==> config.mk <==
export PLATFORM = sky130hd
export DESIGN_NAME = reset_release_sequencer_flat
export DESIGN_NICKNAME = d
export VERILOG_FILES = /design/src/rtl/reset_seq_pkg.sv /design/src/rtl/reset_release_sequencer_if.sv /design/src/rtl/reset_seq_counter.sv /design/src/rtl/reset_release_sequencer.sv /design/src/flat_wrapper.sv
export SDC_FILE = /design/constraint.sdc
export NUM_CORES = 1
export LEC_CHECK = 0
export ABC_AREA = 1
export BUFFER_PORTS_ARGS = -buffer_cell sky130_fd_sc_hd__buf_2
export CORE_MARGIN = 2
export CORE_UTILIZATION = 56
export CTS_CLUSTER_SIZE = 24
export DETAILED_ROUTE_END_ITERATION = 7
export GPL_ROUTABILITY_DRIVEN = 0
export HOLD_SLACK_MARGIN = 0.06
export PLACE_DENSITY_LB_ADDON = 0.2
export SYNTH_ARGS = -nofsm -noshare
export SYNTH_HDL_FRONTEND = slang
export SYNTH_SLANG_ARGS = --single-unit
==> constraint.sdc <==
create_clock -name clock -period 2 [get_ports clock]
set_clock_uncertainty 0.2 [all_clocks]
set_input_delay 0.4 -clock clock [delete_from_list [all_inputs] [get_ports clock]]
set_output_delay 0.4 -clock clock [all_outputs]
set_load 0.01 [all_outputs]
==> src/rtl/reset_seq_pkg.sv <==
// Shared types and helpers for the reset release sequencer.
package reset_seq_pkg;

    // Widest branch count the index helper handles
    localparam int MAX_OUT = 32;

    typedef enum logic [2:0] {
        HOLD     = 3'd0,
        RELEASE  = 3'd1,
        WAIT_ACK = 3'd2,
        GAP      = 3'd3,
        RUN      = 3'd4
    } state_t;

    // Lowest set bit position of mask; 0 when mask is empty
    function automatic logic [4:0] first_set_idx(input logic [MAX_OUT-1:0] mask);
        logic [4:0] idx;
        idx = '0;
        for (int i = MAX_OUT - 1; i >= 0; i--) begin
            if (mask[i]) begin
                idx = 5'(i);
            end
        end
        return idx;
    endfunction

endpackage

==> src/rtl/reset_release_sequencer_if.sv <==
// Handshake bundle between the reset sequencer and the downstream domains.
// master: the sequencer; slave: the software/domain side driving requests and acks.
interface reset_release_sequencer_if #(
    parameter int NUM_OUT = 3
);
    logic               sw_reset_req;
    logic [NUM_OUT-1:0] sw_reset_mask;
    logic [NUM_OUT-1:0] ready_ack;
    logic [NUM_OUT-1:0] out_reset_n;
    logic               busy;
    logic               done;
    logic               timeout_err;

    modport master (
        input  sw_reset_req,
        input  sw_reset_mask,
        input  ready_ack,
        output out_reset_n,
        output busy,
        output done,
        output timeout_err
    );

    modport slave (
        output sw_reset_req,
        output sw_reset_mask,
        output ready_ack,
        input  out_reset_n,
        input  busy,
        input  done,
        input  timeout_err
    );
endinterface

==> src/rtl/reset_seq_counter.sv <==
// Shared stage counter: synchronous clear (priority), enable, terminal-count flag.
module reset_seq_counter #(
    parameter int CNT_W = 8
) (
    input  logic             clock,
    input  logic             reset_n,
    input  logic             clr_i,
    input  logic             en_i,
    input  logic [CNT_W-1:0] term_i,
    output logic             tc_o
);
    logic [CNT_W-1:0] cnt_q;
    logic [CNT_W-1:0] cnt_d;

    // Next count: clear on every state entry, otherwise count while enabled
    always_comb begin
        cnt_d = cnt_q;
        if (clr_i) begin
            cnt_d = '0;
        end else if (en_i) begin
            cnt_d = cnt_q + 1'b1;
        end
    end

    // Count register
    always_ff @(posedge clock) begin
        if (!reset_n) begin
            cnt_q <= '0;
        end else begin
            cnt_q <= cnt_d;
        end
    end

    assign tc_o = (cnt_q == term_i);

endmodule

==> src/rtl/reset_release_sequencer.sv <==
// Staggered reset release controller for the clock/reset fan-out tile.
// Optional feature macro: RESET_SEQ_ACK_TIMEOUT_EN (bounded ack wait + sticky timeout_err).
module reset_release_sequencer
    import reset_seq_pkg::*;
#(
    parameter int NUM_OUT        = 3,
    parameter int STAGGER_CYCLES = 4,
    parameter int CNT_W          = 8,
    parameter int TIMEOUT_CYCLES = 255
) (
    input logic                        clock,
    input logic                        reset_n,
    reset_release_sequencer_if.master  bus
);
    localparam int               IDX_W        = (NUM_OUT > 1) ? $clog2(NUM_OUT) : 1;
    localparam logic [CNT_W-1:0] STAGGER_TERM = CNT_W'(STAGGER_CYCLES - 1);

    // Elaboration-time parameter sanity
    if (NUM_OUT < 1 || NUM_OUT > MAX_OUT || STAGGER_CYCLES < 1 ||
        STAGGER_CYCLES >= (2 ** CNT_W) || TIMEOUT_CYCLES < 1 ||
        TIMEOUT_CYCLES >= (2 ** CNT_W)) begin : g_bad_param
        $error("reset_release_sequencer: illegal parameter combination");
    end

    state_t             state_q, state_d;
    logic [NUM_OUT-1:0] out_q, out_d;
    logic [NUM_OUT-1:0] mask_q, mask_d;
    logic [IDX_W-1:0]   idx_q, idx_d;
    logic               busy_q, busy_d;
    logic               done_q, done_d;

    logic [NUM_OUT-1:0] idx_oh;
    logic [IDX_W-1:0]   rel_idx;
    logic               ack_hit;
    logic               tmo_hit;
    logic               sw_accept;
    logic               cnt_clr;
    logic               cnt_en;
    logic [CNT_W-1:0]   cnt_term;
    logic               cnt_tc;

    assign idx_oh    = NUM_OUT'(1) << idx_q;
    assign rel_idx   = IDX_W'(first_set_idx(MAX_OUT'(mask_q)));
    assign ack_hit   = (state_q == WAIT_ACK) && ((bus.ready_ack & idx_oh) != '0);
    assign sw_accept = (state_q == RUN) && bus.sw_reset_req && (bus.sw_reset_mask != '0);
    assign cnt_clr   = (state_d != state_q);

`ifdef RESET_SEQ_ACK_TIMEOUT_EN
    logic err_q;

    assign cnt_en   = (state_q == HOLD) || (state_q == GAP) || (state_q == WAIT_ACK);
    assign cnt_term = (state_q == WAIT_ACK) ? CNT_W'(TIMEOUT_CYCLES - 1) : STAGGER_TERM;
    assign tmo_hit  = (state_q == WAIT_ACK) && cnt_tc && !ack_hit;

    // Sticky timeout flag; only block reset clears it
    always_ff @(posedge clock) begin
        if (!reset_n) begin
            err_q <= 1'b0;
        end else if (tmo_hit) begin
            err_q <= 1'b1;
        end
    end

    assign bus.timeout_err = err_q;
`else
    assign cnt_en          = (state_q == HOLD) || (state_q == GAP);
    assign cnt_term        = STAGGER_TERM;
    assign tmo_hit         = 1'b0;
    assign bus.timeout_err = 1'b0;
`endif

    reset_seq_counter #(
        .CNT_W (CNT_W)
    ) u_cnt (
        .clock   (clock),
        .reset_n (reset_n),
        .clr_i   (cnt_clr),
        .en_i    (cnt_en),
        .term_i  (cnt_term),
        .tc_o    (cnt_tc)
    );

    // State register
    always_ff @(posedge clock) begin
        if (!reset_n) begin
            state_q <= HOLD;
        end else begin
            state_q <= state_d;
        end
    end

    // Next-state logic
    always_comb begin
        state_d = state_q;
        case (state_q)
            HOLD:     if (cnt_tc) state_d = RELEASE;
            RELEASE:  state_d = WAIT_ACK;
            WAIT_ACK: begin
                if (ack_hit || tmo_hit) begin
                    state_d = ((mask_q & ~idx_oh) == '0) ? RUN : GAP;
                end
            end
            GAP:      if (cnt_tc) state_d = RELEASE;
            RUN:      if (sw_accept) state_d = HOLD;
            default:  state_d = HOLD;
        endcase
    end

    // Output/datapath next values; released branches stay high unless re-reset
    always_comb begin
        out_d  = out_q;
        mask_d = mask_q;
        idx_d  = idx_q;
        case (state_q)
            RELEASE: begin
                idx_d = rel_idx;
                out_d = out_q | (NUM_OUT'(1) << rel_idx);
            end
            WAIT_ACK: begin
                if (ack_hit || tmo_hit) begin
                    mask_d = mask_q & ~idx_oh;
                end
            end
            RUN: begin
                if (sw_accept) begin
                    out_d  = out_q & ~bus.sw_reset_mask;
                    mask_d = bus.sw_reset_mask;
                end
            end
            default: ;
        endcase
        busy_d = (state_d != RUN);
        done_d = (state_d == RUN);
    end

    // Registered outputs and sequencing registers
    always_ff @(posedge clock) begin
        if (!reset_n) begin
            out_q  <= '0;
            mask_q <= '1;
            idx_q  <= '0;
            busy_q <= 1'b1;
            done_q <= 1'b0;
        end else begin
            out_q  <= out_d;
            mask_q <= mask_d;
            idx_q  <= idx_d;
            busy_q <= busy_d;
            done_q <= done_d;
        end
    end

    assign bus.out_reset_n = out_q;
    assign bus.busy        = busy_q;
    assign bus.done        = done_q;

endmodule
==> src/flat_wrapper.sv <==
// flat-port wrapper written by rule: the top's interface ports become plain ports
module reset_release_sequencer_flat import reset_seq_pkg::*;
#(
    parameter int NUM_OUT        = 3,
    parameter int STAGGER_CYCLES = 4,
    parameter int CNT_W          = 8,
    parameter int TIMEOUT_CYCLES = 255
)
  (clock, reset_n, bus_sw_reset_req, bus_sw_reset_mask, bus_ready_ack, bus_out_reset_n, bus_busy, bus_done, bus_timeout_err);
  reset_release_sequencer_if #(.NUM_OUT(NUM_OUT)) bus_i ();
  input logic clock;
  input logic reset_n;
  input wire logic [$bits(bus_i.sw_reset_req)-1:0] bus_sw_reset_req;
  input wire logic [$bits(bus_i.sw_reset_mask)-1:0] bus_sw_reset_mask;
  input wire logic [$bits(bus_i.ready_ack)-1:0] bus_ready_ack;
  output wire logic [$bits(bus_i.out_reset_n)-1:0] bus_out_reset_n;
  output wire logic [$bits(bus_i.busy)-1:0] bus_busy;
  output wire logic [$bits(bus_i.done)-1:0] bus_done;
  output wire logic [$bits(bus_i.timeout_err)-1:0] bus_timeout_err;
  assign bus_i.sw_reset_req = bus_sw_reset_req;
  assign bus_i.sw_reset_mask = bus_sw_reset_mask;
  assign bus_i.ready_ack = bus_ready_ack;
  assign bus_out_reset_n = bus_i.out_reset_n;
  assign bus_busy = bus_i.busy;
  assign bus_done = bus_i.done;
  assign bus_timeout_err = bus_i.timeout_err;
  reset_release_sequencer #(.NUM_OUT(NUM_OUT), .STAGGER_CYCLES(STAGGER_CYCLES), .CNT_W(CNT_W), .TIMEOUT_CYCLES(TIMEOUT_CYCLES)) u_core (.clock(clock), .reset_n(reset_n), .bus(bus_i));
endmodule
# After elaboration in Yosys (flattened, before gate mapping)
# Index checks and enable logic that the tools add are counted.
# Widths: inputs -> output; s select.
[totals] regBits=21 latch_bits=0 ramBits=0 romBits=0 in_bits=9 out_inout_bits=6 elab_cells=54 n_memories=0
[op_classes] addsub=1 n_mul=0 div=0 magnitude_cmp=0 n_eq_ne=10 shift=2 muxes=13 bitwise_logic=7 reduce_logical=14
[ops] operator="$mux 3" count=7
[ops] operator="$pmux 3 s2" count=2
[ops] operator="$pmux 3 s4" count=1
[ops] operator="$and 3x3->3" count=3
[ops] operator="$add 8x1->8 const B" count=1
[ops] operator="$eq 8x2->1 const B" count=1
[ops] operator="$eq 3x2->1 const B" count=2
[ops] operator="$eq 3x3->1 const B" count=2
[ops] operator="$logic_not 3->1" count=2
[ops] operator="$mux 2" count=3
[ops] operator="$not 3->3" count=2
[ops] operator="$reduce_bool 3->1" count=2
[ops] operator="$shl 1x2->3 const A" count=2
[ops] operator="$ne 2x1->1 const B" count=2
[ops] operator="$reduce_bool 2->1" count=2
[ops] operator="$reduce_or 2->1" count=2
[ops] operator="$eq 3x1->1 const B" count=1
[ops] operator="$logic_and 1x1->1" count=3
[ops] operator="$ne 3x3->1" count=1
[ops] operator="$ne 3x3->1 const B" count=1
[ops] operator="$or 3x3->3" count=1
[ops] operator="$reduce_and 3->1" count=1
[ops] operator="$reduce_and 2->1" count=1
[ops] operator="$logic_or 1x1->1" count=1
[ops] operator="$not 1->1" count=1

# Longest topological paths before layout
# Gate-level depths: netlist of run 1.
[logic_depth] ltp_word=9 mapped_depth=12 ltp_nobuf=12

# Modules after synthesis
# A second synthesis of run 1 with hierarchy kept.
[unflattened] hier_cells=198 area_unflattened_um2=1243.7
[modules_own_cells] mod="reset_release_sequencer" instances=1 cells_per_inst=106 area_each_um2=718.2 seq_area_each_um2=260.2
[modules_own_cells] mod="reset_seq_counter" instances=1 cells_per_inst=92 area_each_um2=525.5 seq_area_each_um2=160.2

# Least setup slack after synthesis of run 1
# Ideal clock, no wire load.
[synth_timing] kind="register -> register" from="register u_core.u_cnt.cnt_q[0]" to="register u_core.u_cnt.cnt_q[3]" setup_time_ps=116 arrival_ps=1291 t_required_ps=1684 path_slack_ps=392 stages_incl_launch_ff=10 path_buffers=0 synth_period_minus_slack_ps=1608 path_cell_list="dfxtp_1 -> ha_1 -> nor3b_1 -> nand4_1 -> nand2_1 -> nand3_2 -> nand2_1 -> nor2_2 -> nand2_4 -> nor2_2"
[synth_via] elab_chain_cells=5 word_cells_on_any_way=6 cone_classes="1 x add/sub; 2 x eq/ne; 2 x mux; 1 x reduce/logical"
[synth_lines] element="start: declaration" line_no="reset_seq_counter.sv:12" rtl="logic [CNT_W-1:0] cnt_q;"
[synth_lines] element="start signal: assignment" line_no="reset_seq_counter.sv:30" rtl="cnt_q <= cnt_d;"
[synth_lines] element="$eq 8x2->1" line_no="reset_seq_counter.sv:34" rtl="assign tc_o = (cnt_q == term_i);"
[synth_lines] element="$mux 3" line_no="reset_release_sequencer.sv:96, reset_release_sequencer.sv:103"
[synth_lines] element="$pmux 3 s4" line_no="reset_release_sequencer.sv:95" rtl="case (state_q)"
[synth_lines] element="$ne 3x3->1" line_no="reset_release_sequencer.sv:46" rtl="assign cnt_clr = (state_d != state_q);"
[synth_lines] element="$reduce_or 2->1 (no line)"
# Several ways; a longest one is shown, not always the timed one.
# A chain may end at the register's enable or synchronous reset.

# Worst setup path in the final report of run 1
[layout_timing] from="register u_core.state_q[1]" to="register u_core.u_cnt.cnt_q[3]"
[layout_via] elab_chain_cells=7 word_cells_on_any_way=16 cone_classes="5 x eq/ne; 4 x mux; 7 x reduce/logical"
[layout_lines] element="start: declaration" line_no="reset_release_sequencer.sv:25" rtl="state_t state_q, state_d;"
[layout_lines] element="start signal: assignment" line_no="reset_release_sequencer.sv:88" rtl="state_q <= state_d;"
[layout_lines] element="$eq 3x3->1" line_no="reset_release_sequencer.sv:45, reset_release_sequencer.sv:95"
[layout_lines] element="$logic_and 1x1->1 (2 in series)" line_no="reset_release_sequencer.sv:45" rtl="assign sw_accept = (state_q == RUN) && bus.sw_reset_req && (bus.sw_reset_mask != '0);"
[layout_lines] element="$mux 3" line_no="reset_release_sequencer.sv:104" rtl="RUN: if (sw_accept) state_d = HOLD;"
[layout_lines] element="$pmux 3 s4" line_no="reset_release_sequencer.sv:95"
[layout_lines] element="$ne 3x3->1" line_no="reset_release_sequencer.sv:46"
[layout_lines] element="$reduce_or 2->1 (no line)"
# Several ways; a longest one is shown, not always the timed one.

==> results by stage, run 1 <==
Run status:
- The flow ran to the end, and the final reports show no timing, DRC or antenna violations.

Global route:
- The final global-route overflow total is 0.
- In the global route stage, met3 resource usage came out at 4.17%.
- The overall track demand over capacity in global routing is 20.1%.
- Entering global routing, the biggest net connects 13 pins.
- The number of antenna violations at the first check in global routing is 0.
- The met1 usage in global routing is 28.7%.
- The first global-routing pass estimated 3.97 mm of wire.
- Global routing consumed, on the met2 layer, 30.9% of the routing resources.
- The via count of the first global-routing pass came to 969.
- In this run the most used layer during global routing was met2.

Layout:
- Fill cells in the final layout number 173.
- Of the cells placed in the final design, the portion with a size suffix greater than 1 is 30.8%.
- The layout overhead on the synthesized area is 9.59%.
- The number of antenna repair diodes is 0.
- The post-layout net count is 183.

STA:
- The number of endpoints with negative hold slack in the final report is 0.
- The final clock period utilization by the worst path is 90.9%.
- In the post-route analysis, the smallest setup slack over all paths is 0.182 ns.
- For this run, the top clock speed supported by timing is 0.550 GHz.
- The shortest clock period the worst path allows after layout is 1.82 ns.
- The tightest hold path in the finished design has a slack of 0.133 ns.
- Setup violations remaining at the end of the flow were counted as 0.
- The number of max-slew violations in the final report is 0.
- For the final routed database, the setup TNS stands at 0 ns.
- Setup repair after global routing left no endpoint under its margin.

Detailed routing:
- In the routed layout, each cell is associated on average with a via count of 5.10.
- In the routed design, unresolved DRC markers number 0.
- The detail route stage leaves a number of antenna-violating nets equal to 0.
- The length of the first detailed-routing pass in iterations is 4.
- The DRC violation total after the first TritonRoute iteration is 11.
- Detailed routing inserted a total of 1015 vias.
- The detailed-route wire length is 2.13 mm.
- Dividing the detail-routed wire length by the instance count gives 10.7 microns.

Clock network:
- The count of clock tree sinks is 21.
- In this run, CTS created clock tree buffers numbering 3.
- In this run, post-CTS hold repair placed 0 buffers.
- Once the clock tree was built, the setup fixing pass inserted 0 buffers.
- After clock tree synthesis, the clock-pin slew on the worst setup and hold paths is 0.12 ns.
- The later pin in the worst-skew pair is clocked with a latency of 0.29 ns.
- The CTS tree is yes.
- CTS built an H-tree with a depth of 1.
- The cell sitting at the root of the clock tree is a clkbuf_4.
- The number of resized instances in the post-cts repair step is 0.
- The longest clock path from root to sink contains 2 buffers.

Floorplan:
- The die covers 0.00253 sq mm.
- The area of the core region is 0.00198 sq mm.
- After floorplanning, the core was divided into 16 placement rows.
- The starting density of the core is 60.5%.
- Measured along the x axis, the die boundary spans 50.3 microns.
- 15 I/O pins were placed.
- The die extent in y is 50.3 microns.

Pwr:
- The reported leakage power is 0.524 nW.
- VDD sags by at most 0.529 mV.
- After layout, the design draws a total of 0.00119 W.
- The total power density per cell area is 906 mW/mm^2.

Setup path:
- Data on the critical path is required at its endpoint by 2.00 ns.
- STA classifies the critical path endpoint as a flop.
- The type of origin of the critical path is a flop.
- Data arrives at the worst endpoint at 1.82 ns.
- By startpoint and endpoint, the worst setup path is classified as reg -> reg.
- The largest fanout of any net on the critical path is 8.

Yosys:
- The net count after synthesis is 166.
- After technology mapping, the gate count stands at 156.
- The count of distinct cell types in the synthesized netlist is 32.
- The synthesized netlist occupies a cell area of 0.00120 sq mm.
- Each instance of the synthesized netlist takes up on average 7.69 sq um.
- After synthesis the netlist holds a flip-flop and latch count of 21.
- The sequential element share of the synthesized area is 35.0%.
- The total of warnings raised by yosys is 0.

Placement:
- Input and output buffers added on the ports amount to 13.
- At the placement stage, the worst setup path has a slack of 0.189 ns.
- After legalization and detailed placement, the total HPWL measured 1.73 mm.

Worst hold path:
- The worst hold path belongs to the class in -> reg.

Flow run:
- Across the run, the number of max-cap violations was 0.
==> placed cells by master, fill, tap and decap left out <==
| cell type | instances |
|---|---|
| a211oi_1 | 1 |
| dfxtp_1 | 21 |
| buf_4 | 1 |
| buf_2 | 13 |
| clkbuf_4 | 3 |
| o21ai_1 | 4 |
| nand4_4 | 1 |
| nand3_1 | 8 |
| nor2_1 | 11 |
| xor2_1 | 6 |
| nand2_2 | 7 |
| o21ai_0 | 6 |
| inv_2 | 3 |
| o21ai_2 | 1 |
| nand2_4 | 4 |
| nand3_4 | 1 |
| nor2_2 | 10 |
| ha_1 | 1 |
| inv_4 | 1 |
| nand2_1 | 27 |
| o211ai_1 | 1 |
| conb_1 | 1 |
| a31oi_1 | 1 |
| nor3_2 | 2 |
| inv_1 | 15 |
| clkinv_1 | 2 |
| clkinv_2 | 1 |
| o211ai_2 | 1 |
| a21oi_1 | 10 |
| nand3_2 | 1 |
| nand4_1 | 3 |
| nor2_4 | 2 |
| nor3b_1 | 1 |
| a21oi_4 | 1 |
==> path summary, 6_finish.rpt <==
path	start	end	slack (ns)	depth (start not counted)
worst max-delay path	u_core.state_q[1]$_SDFF_PN0_	u_core.u_cnt.cnt_q[3]$_SDFFE_PP0P_	0.18	11
worst min-delay path	reset_n	u_core.mask_q[0]$_SDFFE_PN1P_	0.13	2
worst max register to register	u_core.state_q[1]$_SDFF_PN0_	u_core.u_cnt.cnt_q[3]$_SDFFE_PP0P_	0.18	11
worst min register to register	u_core.bus.out_reset_n[1]$_SDFFE_PN0P_	u_core.bus.out_reset_n[1]$_SDFFE_PN0P_	0.29	2
==> cells in the mapped netlist, drive strengths merged <==
cell	instances	area share, %
a211oi	1	0.63
buf	2	1.6
nor3	2	1.7
clkinv	2	0.63
conb	1	0.31
o211ai	2	1.7
nor3b	1	0.63
dfxtp	21	35
a21oi	11	5.5
nor2	23	11
nand2	38	16
o21ai	11	4.9
xor2	6	4.4
a31oi	1	0.52
ha	1	1.0
inv	19	6.2
nand4	4	3.3
nand3	10	5.6
==> registers in the layout, summed over array words and instances, names as in the netlist <==
register,cells
u_core.bus.busy,1
u_core.state_q,3
u_core.bus.done,1
u_core.bus.out_reset_n,3
u_core.idx_q,2
u_core.u_cnt.cnt_q,8
u_core.mask_q,3
==> where the power goes <==
| group | internal (W) | switching (W) | total, W |
|---|---|---|---|
| combinational | 0.000160 | 0.000310 | 0.000470 |
| clock | 0.0000743 | 0.000125 | 0.000199 |
| sequential | 0.000468 | 0.0000548 | 0.000522 |
| total | 0.000702 | 0.000489 | 0.00119 |
==> metrics by stage <==
step	instance area, sq um	utilization [%]	cells
finish	1320	66.4	199
global route	1320	66.4	199
CTS	1320	66.4	199
detailed placement	1290	65.0	195
global placement	1290	65.0	195
floorplan	1200	-	156
==> cells by family (layout without fill, tap and decap cells) <==
| logic type | Yosys count | in the layout | synth area share [%] |
|---|---|---|---|
| fa+ha+maj | 1 | 1 | 1.04 |
| simple gates | 78 | 78 | 37.6 |
| xor+xnor | 6 | 6 | 4.38 |
| flops | 21 | 21 | 35.0 |
| other cells | 1 | 1 | 0.313 |
| compound gates | 26 | 26 | 13.2 |
| buf+inv | 23 | 39 | 8.34 |
==> per-layer routing <==
| metal | share of wire, % | vias up |
|---|---|---|
| li1 | - | 535 |
| met1 | 53 | 462 |
| met2 | 42 | 16 |
| met3 | 4.1 | 2 |
| met4 | 0.61 | 0 |
| met5 | 0 | - |
==> cell type report <==
type	instances	area (sq um)	share of cell area (%)
Multi-Input combinational cell	112	679	51.7
Sequential cell	21	420	32.0
Inverter	21	81.3	6.18
Timing Repair Buffer	14	72.6	5.52
Tap cell	27	33.8	2.57
Clock buffer	3	22.5	1.71
Clock inverter	1	5.00	0.381
==> worst max-delay path, cell delays in order (launching register included) <==
cell	delay [ns]
dfxtp_1	0.58
nand2_4	0.09
nor2_4	0.15
nand2_2	0.08
nor2_4	0.11
nand2_4	0.06
nand2_2	0.07
nand3_2	0.06
nand2_1	0.09
nor2_2	0.05
nand2_4	0.14
nor2_2	0.04
No activity file was read; power rests on OpenSTA's default activity.
==> run 2, diff against run 1 <==
--- a/config.mk
+++ b/config.mk
@@ -5,15 +5,16 @@
 export SDC_FILE = /design/constraint.sdc
 export NUM_CORES = 1
 export LEC_CHECK = 0
-export ABC_AREA = 1
 export BUFFER_PORTS_ARGS = -buffer_cell sky130_fd_sc_hd__buf_2
 export CORE_MARGIN = 2
 export CORE_UTILIZATION = 56
 export CTS_CLUSTER_SIZE = 24
 export DETAILED_ROUTE_END_ITERATION = 7
 export GPL_ROUTABILITY_DRIVEN = 0
+export GPL_TIMING_DRIVEN = 1
 export HOLD_SLACK_MARGIN = 0.06
 export PLACE_DENSITY_LB_ADDON = 0.2
 export SYNTH_ARGS = -nofsm -noshare
 export SYNTH_HDL_FRONTEND = slang
+export SYNTH_HIERARCHICAL = 1
 export SYNTH_SLANG_ARGS = --single-unit
==> run 2 against run 1 <==
Against the previous run:
- sequential cell count stayed put
- cell area is 1.9% higher
- area after synthesis is 2.1% lower
- maximum frequency is 0.57% lower
- via count is 4.0% higher
- largest power group unchanged
- first-iteration DRC count is 130% higher
- setup slack worse by 0.010 ns
==> results by stage, run 2 <==
Yosys:
- The share of flip-flops with an asynchronous set or reset after synthesis is 0% (unchanged).
- Ranked by total cell area, the synthesized netlist is headed by dfxtp_1, xnor2_1, a21oi_1.
- Yosys instantiated no cell more often than dfxtp_1.
- Among all flip-flop cells after synthesis, the most frequent one is dfxtp_1.
- The cell type with the largest total area after synthesis is dfxtp_1.
- The flip-flop and latch count after synthesis was 21 (unchanged).
- Ranked by instance count, the synthesized netlist is headed by dfxtp_1, nor2_1, nand2_1.
- The total of warnings raised by yosys is 6 (+6).
- The count of distinct cell types in the synthesized netlist is 41 (+28%).
- The sequential element share of the synthesized area is 35.8% (+0.75 points).
- The area share of the largest cell type after synthesis is 35.8% (+0.75 points).
- The average instance area after synthesis is 8.10 sq um (+5.3%).
- The number of instances in the synthesized netlist is 145 (-7.1%).
- The number of enable-type register cells in the synthesized netlist is 0 (unchanged).
- The mapped cell area is 0.00117 sq mm (-2.1%).

Global route:
- The first-pass GRT wire length came to 4.51 mm (+14%).
- The largest net degree at the start of global routing is 16 (+3).
- The number of antenna violations at the first check in global routing came to 0 (unchanged).
- The via count of the first global-routing pass was 1016 (+4.9%).
- The final global-route overflow total was 0 (unchanged).
- The overall track demand over capacity in global routing is 23.0% (+2.9 points).

Setup path:
- The longest individual stage delay on the worst path is 0.59 ns (about the same).
- The worst endpoint data arrival time is 1.86 ns (+0.04 ns).
- The cell family contributing the most delay on the critical path is simple AND/OR/NAND/NOR gates.
- STA classifies the critical path endpoint as a flop.
- Walking the worst path, the cells encountered are nor3b_1, nand2_1, o21ai_0, o21ai_0, nand2b_2, a21oi_1.
- STA classifies the critical path startpoint as a flop.
- The type of the worst setup path is reg -> reg.
- The most used cell along the critical path is o21ai_0.
- The slowest library cell on the worst path is dfxtp_1.
- The worst path buffer plus inverter count was 0 (unchanged).
- The worst endpoint required time is 2.03 ns (+0.03 ns).
- The largest fanout of any net on the critical path was 15 (+7).

STA:
- The number of max-slew violations in the final report came to 0 (unchanged).
- The final clock period utilization by the worst path is 91.4% (+0.52 points).
- Setup repair after global routing left no endpoint under its margin.
- The final count of negative-setup-slack endpoints was 0 (unchanged).
- The worst slew margin relative to its limit is 65.5%.
- The accumulated negative setup slack is 0 ns (unchanged).
- The number of endpoints with negative hold slack in the final report was 0 (unchanged).
- At the pin with the least slew margin, the transition time is 0.505 ns.
- The shortest clock period the worst path allows after layout is 1.83 ns (+0.0104 ns).
- The maximum clock frequency is 0.547 GHz (-0.57%).

Floorplan:
- The cell row count is 16 (unchanged).
- The area of the core region is 0.00196 sq mm (-1.0%).
- The starting density of the core is 59.9% (-0.66 points).
- The total I/O pin count is 15 (unchanged).
- The die extent in y is 49.8 microns (-0.96%).
- The die outline width came to 49.8 microns (-0.96%).
- The area of the die is 0.00248 sq mm (-1.9%).

Layout:
- The register containing the most flip-flops in the final layout is u_core/u_cnt/cnt_q.
- The register area is 422 sq um (+0.30%).
- The number of antenna repair diodes is 0 (unchanged).
- The layout overhead on the synthesized area is 14.1%.
- The fill cell instance count of the final layout is 183 (+5.8%).
- The number of flip-flops in the largest register is 8 (unchanged).
- The multi-input gate area in the final layout was 722 sq um (+6.3%).
- The fraction of the core area covered by cells at the end of the flow came to 68.3% (+2.0 points).
- The post-layout net count was 179 (-2.2%).
- The proportion of layout cells with a drive suffix above 1 was 19.0% (-12 points).
- Leaving out fill and tap cells, the most frequent cell in the layout is dfxtp_1.
- The post-layout instance count excluding filler cells is 195 (-2.0%).
- In the layout the commonest cells are dfxtp_1, nor2_1, buf_2, nand2_1, a21oi_1.

Pwr:
- The reported leakage power is 0.515 nW (-1.7%).
- The maximum VDD drop is 0.317 mV (-40%).
- The total power density per cell area was 532 mW/mm^2 (-41%).

Detailed routing:
- The residual antenna-violating net count after detailed routing is 0 (unchanged).
- The average via count per standard cell came to 5.42 (+6.2%).
- The total number of vias is 1056 (+4.0%).
- The detail-routed net length per standard cell came to 12.3 microns (+14%).
- The DRC violation total after the first TritonRoute iteration came to 25 (+14).
- The remaining routing DRC violations is 0 (unchanged).
- The detailed-route wire length came to 2.39 mm (+12%).
- The length of the first detailed-routing pass in iterations was 4 (unchanged).

Placement:
- The half-perimeter wire length after placement is 1.86 mm (+7.7%).
- The count of buffers inserted at the top-level ports is 13 (unchanged).
- The number of placed cells counting well taps is 191 (-2.1%).

Run status:
- The flow ran to the end, and the final reports show no timing, DRC or antenna violations.

Clock network:
- The clock-pin slew on the worst setup and hold paths was 0.12 ns (about the same).
- The worst-case clock buffer depth is 2 (unchanged).
- The total number of H-tree levels is 1 (unchanged).
- The count of clock tree sinks is 21 (unchanged).
- The quantity of hold-fixing buffers added after cts is 0 (unchanged).
- The master cell of the clock root buffer is clkbuf_4.
- The CTS tree is yes.
- The number of buffers created by CTS was 3 (unchanged).
- The clock latency reported for the late side of the worst-skew pair is 0.30 ns (about the same).

Flow run:
- The max-capacitance violation count is 0 (unchanged).

Worst hold path:
- The min-delay analysis places its worst path in the category in -> reg.
-- run 2: layout make-up --
| class | count | share of cell area, % |
|---|---|---|
| Clock buffer | 4 | 1.96 |
| Inverter | 5 | 1.40 |
| Multi-Input combinational cell | 118 | 53.9 |
| Sequential cell | 21 | 31.5 |
| Tap cell | 27 | 2.52 |
| Timing Repair Buffer | 20 | 8.78 |
-- run 2: kinds of logic after synthesis --
family | share of synthesized area (%)
other cells | 0.639
mux | 3.41
xor+xnor | 8.95
fa+ha+maj | 1.06
buf+inv | 5.43
flops | 35.8
simple gates | 26.4
compound gates | 18.3
-- run 2: final timing paths --
| check | end | depth (start not counted) | slack (ns) | start |
|---|---|---|---|---|
| setup / recovery | u_core/u_cnt/cnt_q[5]$_SDFFE_PP0P_ | 6 | 0.17 | u_core/state_q[2]$_SDFF_PN0_ |
| hold / removal | u_core/mask_q[0]$_SDFFE_PN1P_ | 2 | 0.17 | reset_n |
| setup reg to reg | u_core/u_cnt/cnt_q[5]$_SDFFE_PP0P_ | 6 | 0.17 | u_core/state_q[2]$_SDFF_PN0_ |
| hold reg to reg | u_core/bus.out_reset_n[2]$_SDFFE_PN0P_ | 2 | 0.26 | u_core/bus.out_reset_n[2]$_SDFFE_PN0P_ |
-- run 2: power by group --
group	total (W)	leakage, nW	internal (W)	switching, W
Combinational	0.0000752	0.330	0.0000350	0.0000402
Sequential	0.000436	0.170	0.000427	0.00000973
Clock	0.000201	0.0150	0.0000775	0.000124
Total	0.000713	0.515	0.000539	0.000174
-- run 2: per-stage QoR --
stage          hold slack [ns]  worst slack (ns)  area, sq um  power (W)
2_1_floorplan            0.270             0.149         1200   0.000496
3_3_place_gp             0.239            0.0891         1310   0.000517
3_5_place_dp             0.246            0.0898         1310   0.000520
4_1_cts                  0.159            0.0678         1330   0.000719
5_1_grt                  0.163           0.00635         1340   0.000748
6_report                 0.169             0.171         1340   0.000713
-- run 2: worst register-to-register path, delay by kind of cell, from the launching register on --
kind,cells,cell delay (ns)
compound gates,3,0.32
simple gates,3,0.66
flops,1,0.59
-- run 2: routing by layer --
layer / wire (microns) / GRT usage (%) / vias up
met3: 121 / 5.76 / 2
met2: 1070 / 34.9 / 22
met1: 1190 / 32.7 / 478
met5: 0 / 0 / -
met4: 13 / 5.56 / 0
li1: - / - / 554
-- run 2: repair_timing --
action	CTS	global route
setup endpoints to repair	0	8
buffers inserted	0	0
resized for setup	0	3
